==> src/rtl/nonogram_pkg.sv <==
// Shared types and sizing for the nonogram solve datapath.
package nonogram_pkg;

  localparam int MAX_DIM   = 11;
  localparam int CLUE_W    = 16;
  localparam int MAX_LINES = 2 * MAX_DIM;

  typedef logic [CLUE_W-1:0] clue_t;

  typedef enum logic [2:0] {
    IDLE     = 3'd0,
    LOAD     = 3'd1,
    DISPATCH = 3'd2,
    WAIT     = 3'd3,
    PASS_END = 3'd4,
    EMIT     = 3'd5,
    XMIT     = 3'd6,
    FAIL     = 3'd7
  } seq_state_t;

endpackage

==> src/rtl/clue_store.sv <==
// Per-line clue register file: one synchronous write port, one combinational read port.
module clue_store
  import nonogram_pkg::*;
(
  input  logic       clk,
  input  logic       we,
  input  logic [4:0] waddr,
  input  clue_t      wdata,
  input  logic [4:0] raddr,
  output clue_t      rdata
);

  // Contents need no reset: every entry is rewritten during LOAD before it is read.
  clue_t mem [MAX_LINES];

  always_ff @(posedge clk) begin
    if (we) mem[waddr] <= wdata;
  end

  assign rdata = mem[raddr];

endmodule

==> src/rtl/solve_sequencer.sv <==
// Board-level controller: loads clues from the FIFO, dispatches lines to the shared
// line solver pass after pass, then starts the assembler or reports failure.
module solve_sequencer
  import nonogram_pkg::*;
#(
  parameter int MAX_PASSES = 32
) (
  input  logic        clk,
  input  logic        rst_n,
  input  logic        board_done,
  input  logic [3:0]  n,
  input  logic [3:0]  m,
  input  logic        fifo_empty,
  input  logic [15:0] fifo_dout,
  output logic        fifo_rd_en,
  output logic        ls_valid,
  input  logic        ls_ready,
  output logic [3:0]  ls_idx,
  output logic        ls_is_col,
  output logic [15:0] ls_clue,
  input  logic        ls_done,
  input  logic        ls_changed,
  input  logic        board_solved,
  output logic        asm_valid,
  input  logic        asm_done,
  output logic        busy,
  output logic        fail,
  output logic [5:0]  pass_cnt,
  output logic [2:0]  state_dbg
);

  seq_state_t state, next_state;

  logic [3:0] n_q;
  logic [4:0] total, issued, recv, ptr;
  logic       rd_pending, pass_dirty;
  clue_t      rd_clue;

  logic bad_dims, line_is_col, last_line, pass_limit;

  assign bad_dims    = (n == 4'd0) || (m == 4'd0) ||
                       (n > 4'(MAX_DIM)) || (m > 4'(MAX_DIM));
  assign line_is_col = (ptr >= {1'b0, n_q});
  assign last_line   = (ptr == total - 5'd1);
  assign pass_limit  = (({1'b0, pass_cnt} + 7'd1) == 7'(MAX_PASSES));

  assign busy      = (state != IDLE);
  assign state_dbg = state;

  // FIFO data is valid the cycle after the pop, so the write trails rd_en by one.
  clue_store u_store (
    .clk   (clk),
    .we    (rd_pending),
    .waddr (recv),
    .wdata (fifo_dout),
    .raddr (ptr),
    .rdata (rd_clue)
  );

  always_ff @(posedge clk or negedge rst_n) begin
    if (!rst_n) state <= IDLE;
    else        state <= next_state;
  end

  // Line-solver handshake: ls_valid with ls_idx/ls_is_col/ls_clue stays asserted and
  // stable in DISPATCH until ls_ready; the request transfers on the cycle both are high.
  always_comb begin
    next_state = state;
    fifo_rd_en = 1'b0;
    ls_valid   = 1'b0;
    ls_idx     = 4'd0;
    ls_is_col  = 1'b0;
    ls_clue    = '0;
    asm_valid  = 1'b0;
    case (state)
      IDLE, FAIL: begin
        if (board_done) next_state = bad_dims ? FAIL : LOAD;
      end
      LOAD: begin
        fifo_rd_en = !fifo_empty && (issued < total);
        if (recv == total) next_state = DISPATCH;
      end
      DISPATCH: begin
        ls_valid  = 1'b1;
        ls_is_col = line_is_col;
        ls_idx    = line_is_col ? 4'(ptr - {1'b0, n_q}) : ptr[3:0];
        ls_clue   = rd_clue;
        if (ls_ready) next_state = WAIT;
      end
      WAIT: begin
        if (ls_done) next_state = last_line ? PASS_END : DISPATCH;
      end
      PASS_END: begin
        if (board_solved)                  next_state = EMIT;
        else if (!pass_dirty || pass_limit) next_state = FAIL;
        else                               next_state = DISPATCH;
      end
      EMIT: begin
        asm_valid  = 1'b1;
        next_state = XMIT;
      end
      XMIT: begin
        if (asm_done) next_state = IDLE;
      end
      default: next_state = IDLE;
    endcase
  end

  always_ff @(posedge clk or negedge rst_n) begin
    if (!rst_n) begin
      n_q        <= 4'd0;
      total      <= 5'd0;
      issued     <= 5'd0;
      recv       <= 5'd0;
      ptr        <= 5'd0;
      rd_pending <= 1'b0;
      pass_dirty <= 1'b0;
      pass_cnt   <= 6'd0;
      fail       <= 1'b0;
    end else begin
      rd_pending <= fifo_rd_en;
      if (fifo_rd_en) issued <= issued + 5'd1;
      if (rd_pending) recv   <= recv + 5'd1;
      case (state)
        IDLE, FAIL: begin
          if (board_done) begin
            n_q        <= n;
            total      <= {1'b0, n} + {1'b0, m};
            issued     <= 5'd0;
            recv       <= 5'd0;
            ptr        <= 5'd0;
            pass_dirty <= 1'b0;
            pass_cnt   <= 6'd0;
            fail       <= bad_dims;
          end
        end
        LOAD: begin
          if (recv == total) ptr <= 5'd0;
        end
        WAIT: begin
          if (ls_done) begin
            pass_dirty <= pass_dirty | ls_changed;
            if (!last_line) ptr <= ptr + 5'd1;
          end
        end
        PASS_END: begin
          if (pass_cnt != 6'd63) pass_cnt <= pass_cnt + 6'd1;
          if (!board_solved) begin
            if (!pass_dirty || pass_limit) begin
              fail <= 1'b1;
            end else begin
              pass_dirty <= 1'b0;
              ptr        <= 5'd0;
            end
          end
        end
        default: ;
      endcase
    end
  end

endmodule

==> config.mk <==
export PLATFORM = sky130hd
export DESIGN_NAME = solve_sequencer
export DESIGN_NICKNAME = d
export VERILOG_FILES = /design/src/rtl/nonogram_pkg.sv /design/src/rtl/clue_store.sv /design/src/rtl/solve_sequencer.sv
export SDC_FILE = /design/constraint.sdc
export NUM_CORES = 1
export LEC_CHECK = 0
export ABC_AREA = 1
export BUFFER_PORTS_ARGS = -buffer_cell sky130_fd_sc_hd__buf_4
export CORE_MARGIN = 2
export CORE_UTILIZATION = 44
export DETAILED_ROUTE_END_ITERATION = 12
export PLACE_DENSITY = 0.59
export SLEW_MARGIN = 20
export SYNTH_ARGS = -nofsm -noshare
export SYNTH_HDL_FRONTEND = slang
export SYNTH_SLANG_ARGS = --single-unit
==> constraint.sdc <==
create_clock -name clk -period 3.4 [get_ports clk]
set_input_delay 0.51 -clock clk [delete_from_list [all_inputs] [get_ports clk]]
set_output_delay 0.51 -clock clk [all_outputs]
set_load 0.01 [all_outputs]
Word-level counts from Yosys, hierarchy flattened
Memories as Yosys holds them, arrays and structs flattened. Index checks and enable logic that the tools add are counted.

$lt $le $gt $ge: 4. Eq/ne operators: 21. Bitwise logic cells: 1. Mux-type cells: 44. Add/sub/neg operators: 8. Reduce and logical (&&, ||, !) cells: 21.

Operators by type and width (number): 5-bit two-way mux (12); 3-bit two-way mux (9); 3-bit case mux with 7 select lines (1); 2-bit != test, second input constant (10); 5-bit case mux with 4 select lines (1); 16-bit two-way mux (1); 5-bit by 1-bit adder with 5-bit output, second input constant (3); 1-bit two-way mux (13); 3-bit == test, second input constant (4); 6-bit two-way mux (2); 6-bit case mux with 2 select lines (1); 5-bit == test (2); 5-bit AND reduction (2); 4-bit > comparator, second input constant (2); 4-bit logical NOT (2); 4-bit two-way mux (2); 6-bit by 1-bit adder with 7-bit output, second input constant (1); 7-bit by 6-bit == test with 1-bit output, second input constant (1); 7-bit AND reduction (1); 6-bit by 1-bit adder with 6-bit output, second input constant (1); 3-bit by 2-bit == test with 1-bit output, second input constant (2); 6-bit != test, second input constant (1); 3-bit nonzero test (2); 4-bit by 4-bit adder with 5-bit output (1); other kinds (18) (22).

Memory bits (writable): 352. Memories kept: 1. Output and inout port bits: 35. Word-level logic and storage cells: 110. Register bits after elaboration: 36. Bits of input ports: 33.

Memories: u_store.mem (depth 22, bits a word 16, rd ports 1, clocked after Yosys merged registers in 0, write ports 1, RTL line clue_store.sv:14) `clue_t mem [MAX_LINES];`.

Longest topological paths before layout
Depth in word-level cells: 7. Depth in mapped cells: 13. Gate-level depth less buffers: 13.

Modules after synthesis
Synthesis repeated with hierarchy kept, for this count alone.

Cells, all modules: 1609. Area total of the unflattened synthesis: 17075.1 um2.

Modules (own cells, without submodules): clue_store (times used 1, sequential area each 10570.1 um2, cells an instance 1202, area an instance 14312.5 um2); solve_sequencer (times used 1, sequential area each 900.9 um2, cells an instance 407, area an instance 2762.6 um2).

Least setup slack after synthesis
No wires, ideal clock.

Kind: register to output. From: reg ptr[0]. To: out ls_idx[0]. Slack: 0.938 ns. Buffers on the path: 3. Cell stages (with the launch flop): 12. Data required time: 2.890 ns. Data arrival time: 1.952 ns. Path through: dfrtp_1 buf_6 inv_6 buf_2 buf_2 ha_1 o21bai_1 a21oi_1 nor2_1 nor2_1 inv_1 a21oi_1.

Longest elaborated chain between the ends: 3. Elaborated cells on any way between the ends: 4. Classes of those cells: add/sub (1); order compare (1); mux (2).

RTL lines: start: declaration (RTL line solve_sequencer.sv:35) `logic [4:0] total, issued, recv, ptr;`; start signal: assignment (RTL line solve_sequencer.sv:143) `if (!last_line) ptr <= ptr + 5'd1;`; 4-bit subtractor / 5-bit by 4-bit >= comparator with 1-bit output (equally long branches) (RTL line solve_sequencer.sv:86, solve_sequencer.sv:43); 4-bit two-way mux (*) (RTL line solve_sequencer.sv:86) `ls_idx = line_is_col ? 4'(ptr - {1'b0, n_q}) : ptr[3:0];`; 4-bit two-way mux (*) (RTL line solve_sequencer.sv:75) `case (state)`; end: declaration (RTL line solve_sequencer.sv:18) `output logic [3:0] ls_idx,`.

Every way passes the cells marked *; elsewhere a longest branch is shown, timed or not.

Final worst setup path
From: reg ptr[0]. To: out ls_clue[1].

Longest elaborated chain between the ends: 2.

RTL lines: memory 22 x 16 bit; 16-bit two-way mux (RTL line solve_sequencer.sv:75); end: declaration (RTL line solve_sequencer.sv:20) `output logic [15:0] ls_clue,`.

No other way between the ends.

==> reports/results.txt <==
Ys Warns: 0
GRT Overall Usage: 22.3%
vias in the first global route: 10800
Final Critical Period: 3.20 ns
peak supply drop: 0.322 mV
Async S/R FF share, synth: 9.28%
H-tree depth: 2
register area: 0.0115 mm²
die area: 0.0393 mm²
WHS Path Cells: 3
post-synth top area share: 63.6%
Worst-Margin Slew: 0.771 ns
nets: 1576
drt pass-1 iters: 5
f_max: 313 MHz
clk_skew: 0.0162 ns
syn_nets: 1492
Pins Over Slew Limit: 0
RSZ-0062 raised after global routing: no
worst-path fanout max: 48
Avg WL per Cell: 21.2 µm
Area Overhead vs Synth: 15.3%
initial antenna violation count: 1
ys flop type: edfxtp_1
WP data required: 2.89 ns
pin count of the biggest net entering global routing: 140
synth unique cells: 43
outcome: finished clean
CTS tree: done
Clock Tree Buf Depth: 3
worst skew pair latency: 0.56 ns
total grt overflow: 0
mapped cell area: 0.0166 mm²
critical-path cell list: inv_6 > buf_12 > nor2_1 > o211ai_1 > nand3_1 > and3_1 > nor2_1 > buf_4
P_leak: 6.92 nW
Vias/cell: 5.55
initial core utilization: 44.4%
share of post-route cells with drive strength above 1: 13.1%
sequential area share after synthesis: 69.1%
First DRT Iteration DRCs: 1273
Post-synth EDFFs: 352
number of port buffers: 67
CP max stage cell: dfrtp_4
CP dominant cell by count: nor2_1
clk sink count: 388
Core Region: 0.0374 mm²
Post-CTS Setup Bufs: 0
Final Setup Violations: 0
worst reg2reg path depth: 12
TritonCTS Buffers: 42
Design Area, Final: 0.0191 mm²
max_cap viols: 0
gpl congestion: 0.834
crit path kind: register to output port
Placement Rows: 71
first-pass GRT wire length: 65600 µm
relative slew slack: 48.6%
post-detail-place hpwl: 25200 µm
IO Pins: 68
Horiz. Die Dim: 198 µm
Detail Route Antenna Nets: 0
crit-path max cell delay: 0.57 ns
drt drc: 0
routed wire length: 43800 µm
final hold vios: 0
root buffer cell: clkbuf_16
CP arrival: 2.69 ns
Post-DP Area: 0.0177 mm²
Overall Power: 14.0 mW
syn_area_per_cell: 11.6 µm²
commonest non-fill, non-tap cells in the layout: edfxtp_1 (352), nor2_1 (295), o21ai_0 (199), nand2_1 (147), buf_4 (109)
area of the multi-input gates: 0.00447 mm²
vias: 11500
largest cells by area after synthesis: edfxtp_1 (64%), nor2_1 (6.8%), o21ai_0 (6.0%)
startpoint class of the critical path: register
Seq cells post-synth: 388
pwr/cell area: 729 mW/mm²
die height: 198 µm
Fin Setup TNS: 0 ns
Clock transition at path regs: 0.06 ns
commonest non-fill, non-tap cell in the layout: edfxtp_1
Post-Syn Instances: 1437
final period utilization: 94.0%
cell taking the most area after synthesis: edfxtp_1
HP Class: input port to register
FILL cells: 3241
Worst Setup End Kind: output port
per-stage QoR:
stage	instances	setup WS, ns	utilization [%]	hold slack [ns]
2_1_floorplan	1437	0.938	-	0.214
3_3_place_gp	1986	0.765	47.4	0.459
3_5_place_dp	1986	0.762	47.4	0.467
4_1_cts	2064	0.159	51.1	0.189
5_1_grt	2066	0.0112	51.2	0.215
6_report	2066	0.205	51.2	0.201
cells in the mapped netlist (all sizes together) (2+ instances only):
master	instances
nor3	2
nand2	152
fa	2
a21oi	27
o22ai	54
inv	56
clkinv	3
ha	20
buf	48
nand4	8
o211ai	24
nand3	52
xor2	4
xnor2	5
edfxtp	352
and3	13
o21ai	237
dfrtp	36
nor2	305
o21bai	2
clkbuf	27
what timing repair did:
action,4_1_cts,5_1_grt
hold buffers,1,0
gates resized for setup,0,1
setup endpoints to repair,0,4
hold endpoints to repair,36,0
critical path: cells and delay by family, from the launching register on:
family,cells,cell delay (ns)
buffers and inverters,3,0.70
DFF,1,0.57
and+or+nand+nor,4,0.61
AOI/OAI and AO/OA,1,0.22
registers in the layout (all words and copies together), names as in the netlist:
register	cells
ptr	5
pass_cnt	6
total	5
n_q	4
fail	1
rd_pending	1
recv	5
issued	5
pass_dirty	1
u_store.mem	352
state_dbg	3
where the power goes:
group	total (mW)	switching (mW)	leakage (nW)	internal, mW
logic	3.78	2.53	2.62	1.25
registers	5.65	0.230	3.63	5.42
clock network	4.54	1.90	0.675	2.64
total	14.0	4.65	6.92	9.31
routing by layer:
metal,wire length [µm],up-vias,GRT usage [%]
met3,3120,79,3.32
li1,-,5302,-
met5,0,-,0
met1,19500,5657,32.2
met4,996,0,6.63
met2,20200,431,35.0
layout make-up:
type,instances,area share [%]
sequential,388,60.0
multi-input combinational,915,23.4
clock buffer,50,5.76
timing repair buffer,115,4.92
tap,511,3.34
clock inverter,27,1.44
inverter,59,1.20
antenna,1,0.0131
kinds of logic after synthesis:
logic type / after synthesis / share of synthesized area, %
AOI/OAI and AO/OA: 351 / 11.5
xor gates and xnor gates: 9 / 0.475
adders and majority gates: 22 / 1.75
buffers and inverters: 134 / 4.06
DFF: 388 / 69.1
and+or+nand+nor: 533 / 13.2
path summary, 6_finish.rpt:
| path | startpoint | endpoint | slack (ns) |
|---|---|---|---|
| worst min register to register | fail | fail | 0.48 |
| worst min-delay path | n[3] | n_q[3] | 0.20 |
| min in group asynchronous | rst_n | pass_cnt[3] | 0.47 |
| max in group asynchronous | rst_n | ptr[1] | 2.53 |
| worst max-delay path | ptr[0] | ls_clue[1] | 0.20 |
| worst max register to register | ptr[0] | ptr[0] | 1.27 |
No activity file was read; power rests on OpenSTA's default activity.
